--- src/rtl/median_ctrl.sv ---
// -----------------------------------------------------------------------------
// median_ctrl
//
// Control sequencer for a serial 9-pixel median operator. The pixel data and
// its strobe go straight to the operator; this block only watches the strobe,
// steps the operator through its compare-exchange / shift schedule and flags
// the cycle on which the operator output holds the median.
//
// Schedule for one window (cycle 1 = first DSI-high cycle):
//   cycles  1.. 9  load      BYP=1 (9 consecutive DSI-high cycles)
//   cycles 10..45  passes    pass k = 0..3: (8-k) cycles BYP=0, (k+1) cycles BYP=1
//   cycles 46..49  finish    BYP=0
//   cycle  50      done      BYP=1, DSO=1; DSI may start the next window here
//
// Ports:
//   CLK   in   system clock, rising edge
//   RST   in   asynchronous active-high reset
//   DSI   in   data strobe, high while the 9 window pixels are on DI
//   BYP   out  operator bypass select: 1 = shift, 0 = compare-exchange
//   DSO   out  one-cycle pulse: operator output holds the median
//   BUSY  out  high while a window is in flight, up to and including the DSO
//              cycle; registered, so it rises the cycle after the first DSI
//   ERR   out  sticky strobe-protocol error, cleared only by RST
//
// All outputs are registered and decoded from the next state, so none has a
// combinational path from DSI.
// -----------------------------------------------------------------------------
module median_ctrl #(
  parameter int N_PIXELS = 9,
  parameter int CNT_W    = 4
) (
  input  logic CLK,
  input  logic RST,
  input  logic DSI,
  output logic BYP,
  output logic DSO,
  output logic BUSY,
  output logic ERR
);

  // The pass schedule below is only correct for a 3x3 window.
  if (N_PIXELS != 9) begin : g_bad_window
    $error("median_ctrl: N_PIXELS must be 9");
  end
  if ((1 << CNT_W) <= N_PIXELS) begin : g_bad_cnt_w
    $error("median_ctrl: CNT_W too narrow for the step counter");
  end

  // Derived schedule constants. A median of 9 needs (9-1)/2 = 4 selection
  // passes followed by a 4-cycle finishing compare run.
  localparam int N_PASSES = (N_PIXELS - 1) / 2;
  localparam int FIN_LEN  = (N_PIXELS - 1) / 2;

  localparam logic [CNT_W-1:0] LOAD_LAST = CNT_W'(N_PIXELS - 1);
  localparam logic [CNT_W-1:0] CMP_BASE  = CNT_W'(N_PIXELS - 2);
  localparam logic [CNT_W-1:0] PASS_LAST = CNT_W'(N_PASSES - 1);
  localparam logic [CNT_W-1:0] FIN_LAST  = CNT_W'(FIN_LEN - 1);

  typedef enum logic [2:0] {
    S_IDLE,
    S_LOAD,
    S_CMP,
    S_SHF,
    S_FIN,
    S_DONE
  } state_e;

  state_e           state_q, state_d;
  logic [CNT_W-1:0] step_q,  step_d;   // load count in LOAD, step within phase otherwise
  logic [CNT_W-1:0] pass_q,  pass_d;   // pass index k
  logic             err_q,   err_d;
  logic             byp_q,   byp_d;
  logic             dso_q,   dso_d;
  logic             busy_q,  busy_d;

  // Last step index of the compare phase of pass k: the phase lasts 8-k cycles.
  logic [CNT_W-1:0] cmp_last;
  assign cmp_last = CMP_BASE - pass_q;

  // ---------------------------------------------------------------------------
  // Next-state and output decode
  // ---------------------------------------------------------------------------
  always_comb begin
    // NOTE: every signal assigned here gets a default first so that no path
    // through the case statement leaves it unassigned and infers a latch.
    state_d = state_q;
    step_d  = step_q;
    pass_d  = pass_q;
    err_d   = err_q;

    // All phase-end tests use >= so that a corrupted counter still terminates
    // the phase rather than wrapping around.
    unique case (state_q)
      S_IDLE: begin
        if (DSI) begin
          state_d = S_LOAD;
          step_d  = CNT_W'(1);          // this cycle is load cycle 1
        end
      end

      S_LOAD: begin
        if (!DSI) begin
          // Strobe dropped before the window was complete: abandon it.
          err_d   = 1'b1;
          state_d = S_IDLE;
          step_d  = '0;
        end else if (step_q >= LOAD_LAST) begin
          state_d = S_CMP;
          step_d  = '0;
          pass_d  = '0;
        end else begin
          step_d  = step_q + 1'b1;
        end
      end

      S_CMP: begin
        if (step_q >= cmp_last) begin
          state_d = S_SHF;
          step_d  = '0;
        end else begin
          step_d  = step_q + 1'b1;
        end
      end

      S_SHF: begin
        // Shift phase of pass k lasts k+1 cycles.
        if (step_q >= pass_q) begin
          step_d = '0;
          if (pass_q >= PASS_LAST) begin
            state_d = S_FIN;
            pass_d  = '0;
          end else begin
            state_d = S_CMP;
            pass_d  = pass_q + 1'b1;
          end
        end else begin
          step_d = step_q + 1'b1;
        end
      end

      S_FIN: begin
        if (step_q >= FIN_LAST) begin
          state_d = S_DONE;
          step_d  = '0;
        end else begin
          step_d  = step_q + 1'b1;
        end
      end

      S_DONE: begin
        // A strobe on the DSO cycle starts the next window back-to-back.
        if (DSI) begin
          state_d = S_LOAD;
          step_d  = CNT_W'(1);
        end else begin
          state_d = S_IDLE;
          step_d  = '0;
        end
      end

      default: begin
        state_d = S_IDLE;
        step_d  = '0;
        pass_d  = '0;
      end
    endcase

    // A strobe while the operator is computing corrupts its result, but the
    // schedule keeps running so downstream still sees a DSO for the window.
    if (DSI && (state_q inside {S_CMP, S_SHF, S_FIN})) begin
      err_d = 1'b1;
    end

    // Outputs are decoded from the next state and registered, so during a
    // cycle they describe the state the FSM occupies in that cycle.
    byp_d  = !(state_d inside {S_CMP, S_FIN});
    dso_d  = (state_d == S_DONE);
    busy_d = (state_d != S_IDLE);
  end

  // ---------------------------------------------------------------------------
  // State and output registers
  // ---------------------------------------------------------------------------
  always_ff @(posedge CLK or posedge RST) begin
    if (RST) begin
      state_q <= S_IDLE;
      step_q  <= '0;
      pass_q  <= '0;
      err_q   <= 1'b0;
      byp_q   <= 1'b1;
      dso_q   <= 1'b0;
      busy_q  <= 1'b0;
    end else begin
      // NOTE: non-blocking assignments so every register samples the values
      // computed in the previous cycle, independent of statement order.
      state_q <= state_d;
      step_q  <= step_d;
      pass_q  <= pass_d;
      err_q   <= err_d;
      byp_q   <= byp_d;
      dso_q   <= dso_d;
      busy_q  <= busy_d;
    end
  end

  assign BYP  = byp_q;
  assign DSO  = dso_q;
  assign BUSY = busy_q;
  assign ERR  = err_q;

endmodule

--- config.mk ---
export PLATFORM = sky130hd
export DESIGN_NAME = median_ctrl
export DESIGN_NICKNAME = d
export VERILOG_FILES = /design/src/rtl/median_ctrl.sv
export SDC_FILE = /design/constraint.sdc
export NUM_CORES = 1
export LEC_CHECK = 0
export CORE_MARGIN = 5
export CORE_UTILIZATION = 38
export DETAILED_ROUTE_END_ITERATION = 10
export SYNTH_ARGS = -nofsm -noshare
export SYNTH_HDL_FRONTEND = slang
export SYNTH_SLANG_ARGS = --single-unit
--- constraint.sdc ---
create_clock -name CLK -period 3 [get_ports CLK]
set_input_delay 0.75 -clock CLK [delete_from_list [all_inputs] [get_ports CLK]]
set_output_delay 0.75 -clock CLK [all_outputs]
set_load 0.03 [all_outputs]
==> results_tabular.tex <==
\begin{tabular}{lr}
\hline
Metric & Value \\
\hline
\multicolumn{2}{l}{\textbf{Cells and area}} \\
Layout Area Growth over Synthesis & 8.864\% \\
Proportion of layout cells with a drive suffix above 1 & 12.61\% \\
Net count of the finished layout & 125 \\
Leading cell type in the layout, fill and taps excluded & sky130\_fd\_sc\_hd\_\_dfrtp\_1 \\
Number of diodes added for antenna fixing & 0 \\
Final core utilization & 43.64\% \\
Area of all placed cells without fillers & 1091 sq um \\
Commonest non-fill, non-tap cells in the layout & 14 x sky130\_fd\_sc\_hd\_\_dfrtp\_1, 12 x sky130\_fd\_sc\_hd\_\_nand2\_1, 10 x sky130\_fd\_sc\_hd\_\_nor2\_1, 10 x sky130\_fd\_sc\_hd\_\_ha\_1, 9 x sky130\_fd\_sc\_hd\_\_inv\_1 \\
\multicolumn{2}{l}{\textbf{Clocking}} \\
Hold-fix buffers at CTS & 0 \\
Max Buffers Root-to-Sink & 2 \\
Clk Tree Root Cell & sky130\_fd\_sc\_hd\_\_clkbuf\_4 \\
CTS buffer count & 3 \\
Clock sink count & 15 \\
Clock slew at reported path FFs & 0.09 ns \\
Clock latency at the later pin of the worst-skew pair & 0.28 ns \\
Number of buffers inserted to repair setup after CTS & 0 \\
H-tree depth reported by CTS & 1 \\
Clock tree from TritonCTS & built \\
Post-CTS sizing & 0 \\
\multicolumn{2}{l}{\textbf{Power and ir drop}} \\
Relative contribution of combinational cells to total power & 43.5\% \\
Power share of the sequential group & 41.5\% \\
Switching power share of the total & 40.91\% \\
Leakage Power & 0.4975 nW \\
Peak supply drop & 0.0004086 V \\
Internal portion of total power & 449.0 uW \\
Net switching power & 310.9 uW \\
PwrDens & 696.5 nW/um\^{}2 \\
Power share of the clock group & 15.0\% \\
\multicolumn{2}{l}{\textbf{Synthesis}} \\
Gate count after technology mapping & 105 \\
Unique cell type count in the Yosys netlist & 37 \\
Top\_reg\_cell synth & sky130\_fd\_sc\_hd\_\_dfrtp\_1 \\
Sequential element share of the synthesized area & 37.58\% \\
Mean Syn Cell Area & 9.545 sq um \\
Net count of the mapped netlist & 118 \\
Async SR Flop Fraction & 100.0\% \\
Number of warning messages in the yosys log & 0 \\
Cell area after synthesis & 1002 sq um \\
\#FFs+latches synth & 15 \\
Count of flip-flops with a built-in enable after synthesis & 0 \\
\multicolumn{2}{l}{\textbf{Setup path}} \\
Crit path arrival time & 1.46 ns \\
Standard cell with the maximum stage delay on the critical path & sky130\_fd\_sc\_hd\_\_clkdlybuf4s50\_1 \\
Endpoint class of the critical path & output pin \\
Data required time at the worst endpoint & 2.25 ns \\
Category of the most critical setup path & reg -> out \\
Crit path cell chain & clkdlybuf4s50\_1 \\
Number of logic stages on the critical path including buffering & 1 \\
Highest net fanout along the worst path & 1 \\
Top cell family by delay on the critical path & buffers and inverters \\
Startpoint Class & flip-flop \\
Highest cell delay on the worst timing path & 0.66 ns \\
Buffers \& Inverters on Critical Path & 1 \\
Worst R2R Path Depth & 7 \\
\multicolumn{2}{l}{\textbf{Route}} \\
Routed length per instance & 13.78 um \\
Drt via density & 5.376 \\
Number of vias after detailed routing & 758 \\
Detailed-route wire length & 1943 um \\
Number of nets still failing antenna checks after routing & 0 \\
Number of remaining DRC errors & 0 \\
Detailed Route Iter0 Violations & 20 \\
Detailed-router iteration count before antenna repair & 4 \\
\multicolumn{2}{l}{\textbf{STA}} \\
Setup Skew & 0.007488 ns \\
Setup WS post-layout & 0.7906 ns \\
Max Clk Rate & 452.6 MHz \\
Max-slew violation count & 0 \\
WHS & 0.4943 ns \\
Slew of the pin with the lowest slew margin & 0.5891 ns \\
Final worst-path cycle share & 73.65\% \\
Setup repair after global routing missed its margin & false \\
Min Clock Period, post-route & 2.209 ns \\
Number of failing setup endpoints in the final timing report & 0 \\
Final-report hold violation count & 0 \\
Post-Route Setup TNS & 0 ns \\
Tightest slew margin relative to the limit & 60.17\% \\
\multicolumn{2}{l}{\textbf{Worst hold path}} \\
WHS Path Cells & 1 \\
Min-Delay Path Class & reg -> reg \\
\multicolumn{2}{l}{\textbf{Global routing}} \\
Pin count of the biggest net entering global routing & 16 \\
Initial antenna violation count & 0 \\
Global-route wire length before repair & 3394 um \\
GRT Resource Usage Total & 12.20\% \\
Overall overflow remaining after global route & 0 \\
Vias in the first global route & 778 \\
\multicolumn{2}{l}{\textbf{Flow run}} \\
\# Max-Cap Violations & 0 \\
\multicolumn{2}{l}{\textbf{Floorplanning}} \\
Row Count & 18 \\
Die Height & 61.36 um \\
Effective utilization at floorplan & 40.09\% \\
Core region area & 2500 sq um \\
Die extent in x & 61.36 um \\
Die footprint & 3764 sq um \\
I/O pins & 7 \\
\multicolumn{2}{l}{\textbf{Placed design}} \\
Worst setup timing slack at the placement stage & 0.6194 ns \\
Count of buffers inserted at the top-level ports & 6 \\
Standard cell area after detailed placement & 1065 sq um \\
Post-DP HPWL & 1524 um \\
RePlAce Congestion & 0.7847 \\
\multicolumn{2}{l}{\textbf{Run status}} \\
Outcome & finished clean \\
\hline
\end{tabular}
-- kinds of logic (layout without fill, tap and decap cells) --
family | after synthesis | after routing | share of synthesized area [%]
multiplexers | 1 | 1 | 0.9988
AO/OA/AOI/OAI | 25 | 25 | 21.22
XOR/XNOR | 1 | 1 | 0.8741
AND/OR/NAND/NOR | 40 | 40 | 19.98
buffers and inverters | 13 | 19 | 6.866
adder cells (fa/ha/maj) | 10 | 10 | 12.48
flip-flops | 15 | 15 | 37.58
-- sequential cells by signal, indices dropped and copies added, names as in the netlist --
register and cells:
pass_q 4, step_q 4, state_q 3, BUSY 1
BYP 1, DSO 1, ERR 1
-- per-layer routing --
layer	vias to the layer above	global-route usage, %	wire (um)
met5	-	0	0
met4	0	5.455	8
met3	2	1.468	36
met2	7	22.51	1046
met1	374	13.99	852
li1	375	-	-
-- through the flow --
step,instances,power [mW]
finish,141,0.7599
global route,141,0.8395
CTS,141,0.7704
detailed placement,137,0.6496
global placement,137,0.6414
floorplan,105,0.5783
-- worst reg2reg max path: cells and delay by family, from the launching register on --
family,cells,cell delay (ns)
buffers and inverters,1,0.12
AOI/OAI and AO/OA,4,0.86
and+or+nand+nor,1,0.22
DFF,1,0.47
adders and majority gates,1,0.32
-- final timing paths --
check,slack [ns],start,to
max,0.79,BYP,BYP
min,0.49,ERR,ERR
max reg2reg,0.88,step_q[0],BUSY
min reg2reg,0.49,ERR,ERR
max in group asynchronous,1.80,RST,pass_q[2]
min in group asynchronous,0.81,RST,state_q[0]
-- power groups by stage --
stage                     clock (mW)  sequential (mW)  combinational [mW]
after floorplan                    0            0.306               0.273
after global routing           0.131            0.328               0.380
final                          0.114            0.315               0.330
after CTS                      0.121            0.316               0.333
after global placement             0            0.319               0.323
after detailed placement           0            0.321               0.329
-- cell usage after synthesis (2+ instances only) --
library cell | instances | area [sq um]
sky130_fd_sc_hd__ha_1 | 10 | 125.1
sky130_fd_sc_hd__nor2_1 | 10 | 37.54
sky130_fd_sc_hd__nand2_1 | 12 | 45.04
sky130_fd_sc_hd__nor3_1 | 3 | 15.01
sky130_fd_sc_hd__o21ai_0 | 3 | 15.01
sky130_fd_sc_hd__o22ai_1 | 2 | 12.51
sky130_fd_sc_hd__a21oi_1 | 3 | 15.01
sky130_fd_sc_hd__dfrtp_1 | 14 | 350.3
sky130_fd_sc_hd__o211ai_2 | 2 | 25.02
sky130_fd_sc_hd__nor2b_1 | 5 | 31.28
sky130_fd_sc_hd__buf_6 | 2 | 22.52
sky130_fd_sc_hd__a31oi_1 | 2 | 12.51
sky130_fd_sc_hd__or3_1 | 2 | 12.51
sky130_fd_sc_hd__o211ai_1 | 2 | 15.01
sky130_fd_sc_hd__o21ai_1 | 3 | 15.01
sky130_fd_sc_hd__inv_1 | 9 | 33.78
-- area by class of cell --
class / instances / area [sq um]
tap: 30 / 37.54
timing repair buffer: 6 / 60.06
sequential: 15 / 376.6
clock buffer: 4 / 26.28
inverter: 9 / 33.78
multi-input combinational: 77 / 556.8
fill: 254 / 1409
(Power assumes the default switching activity.)
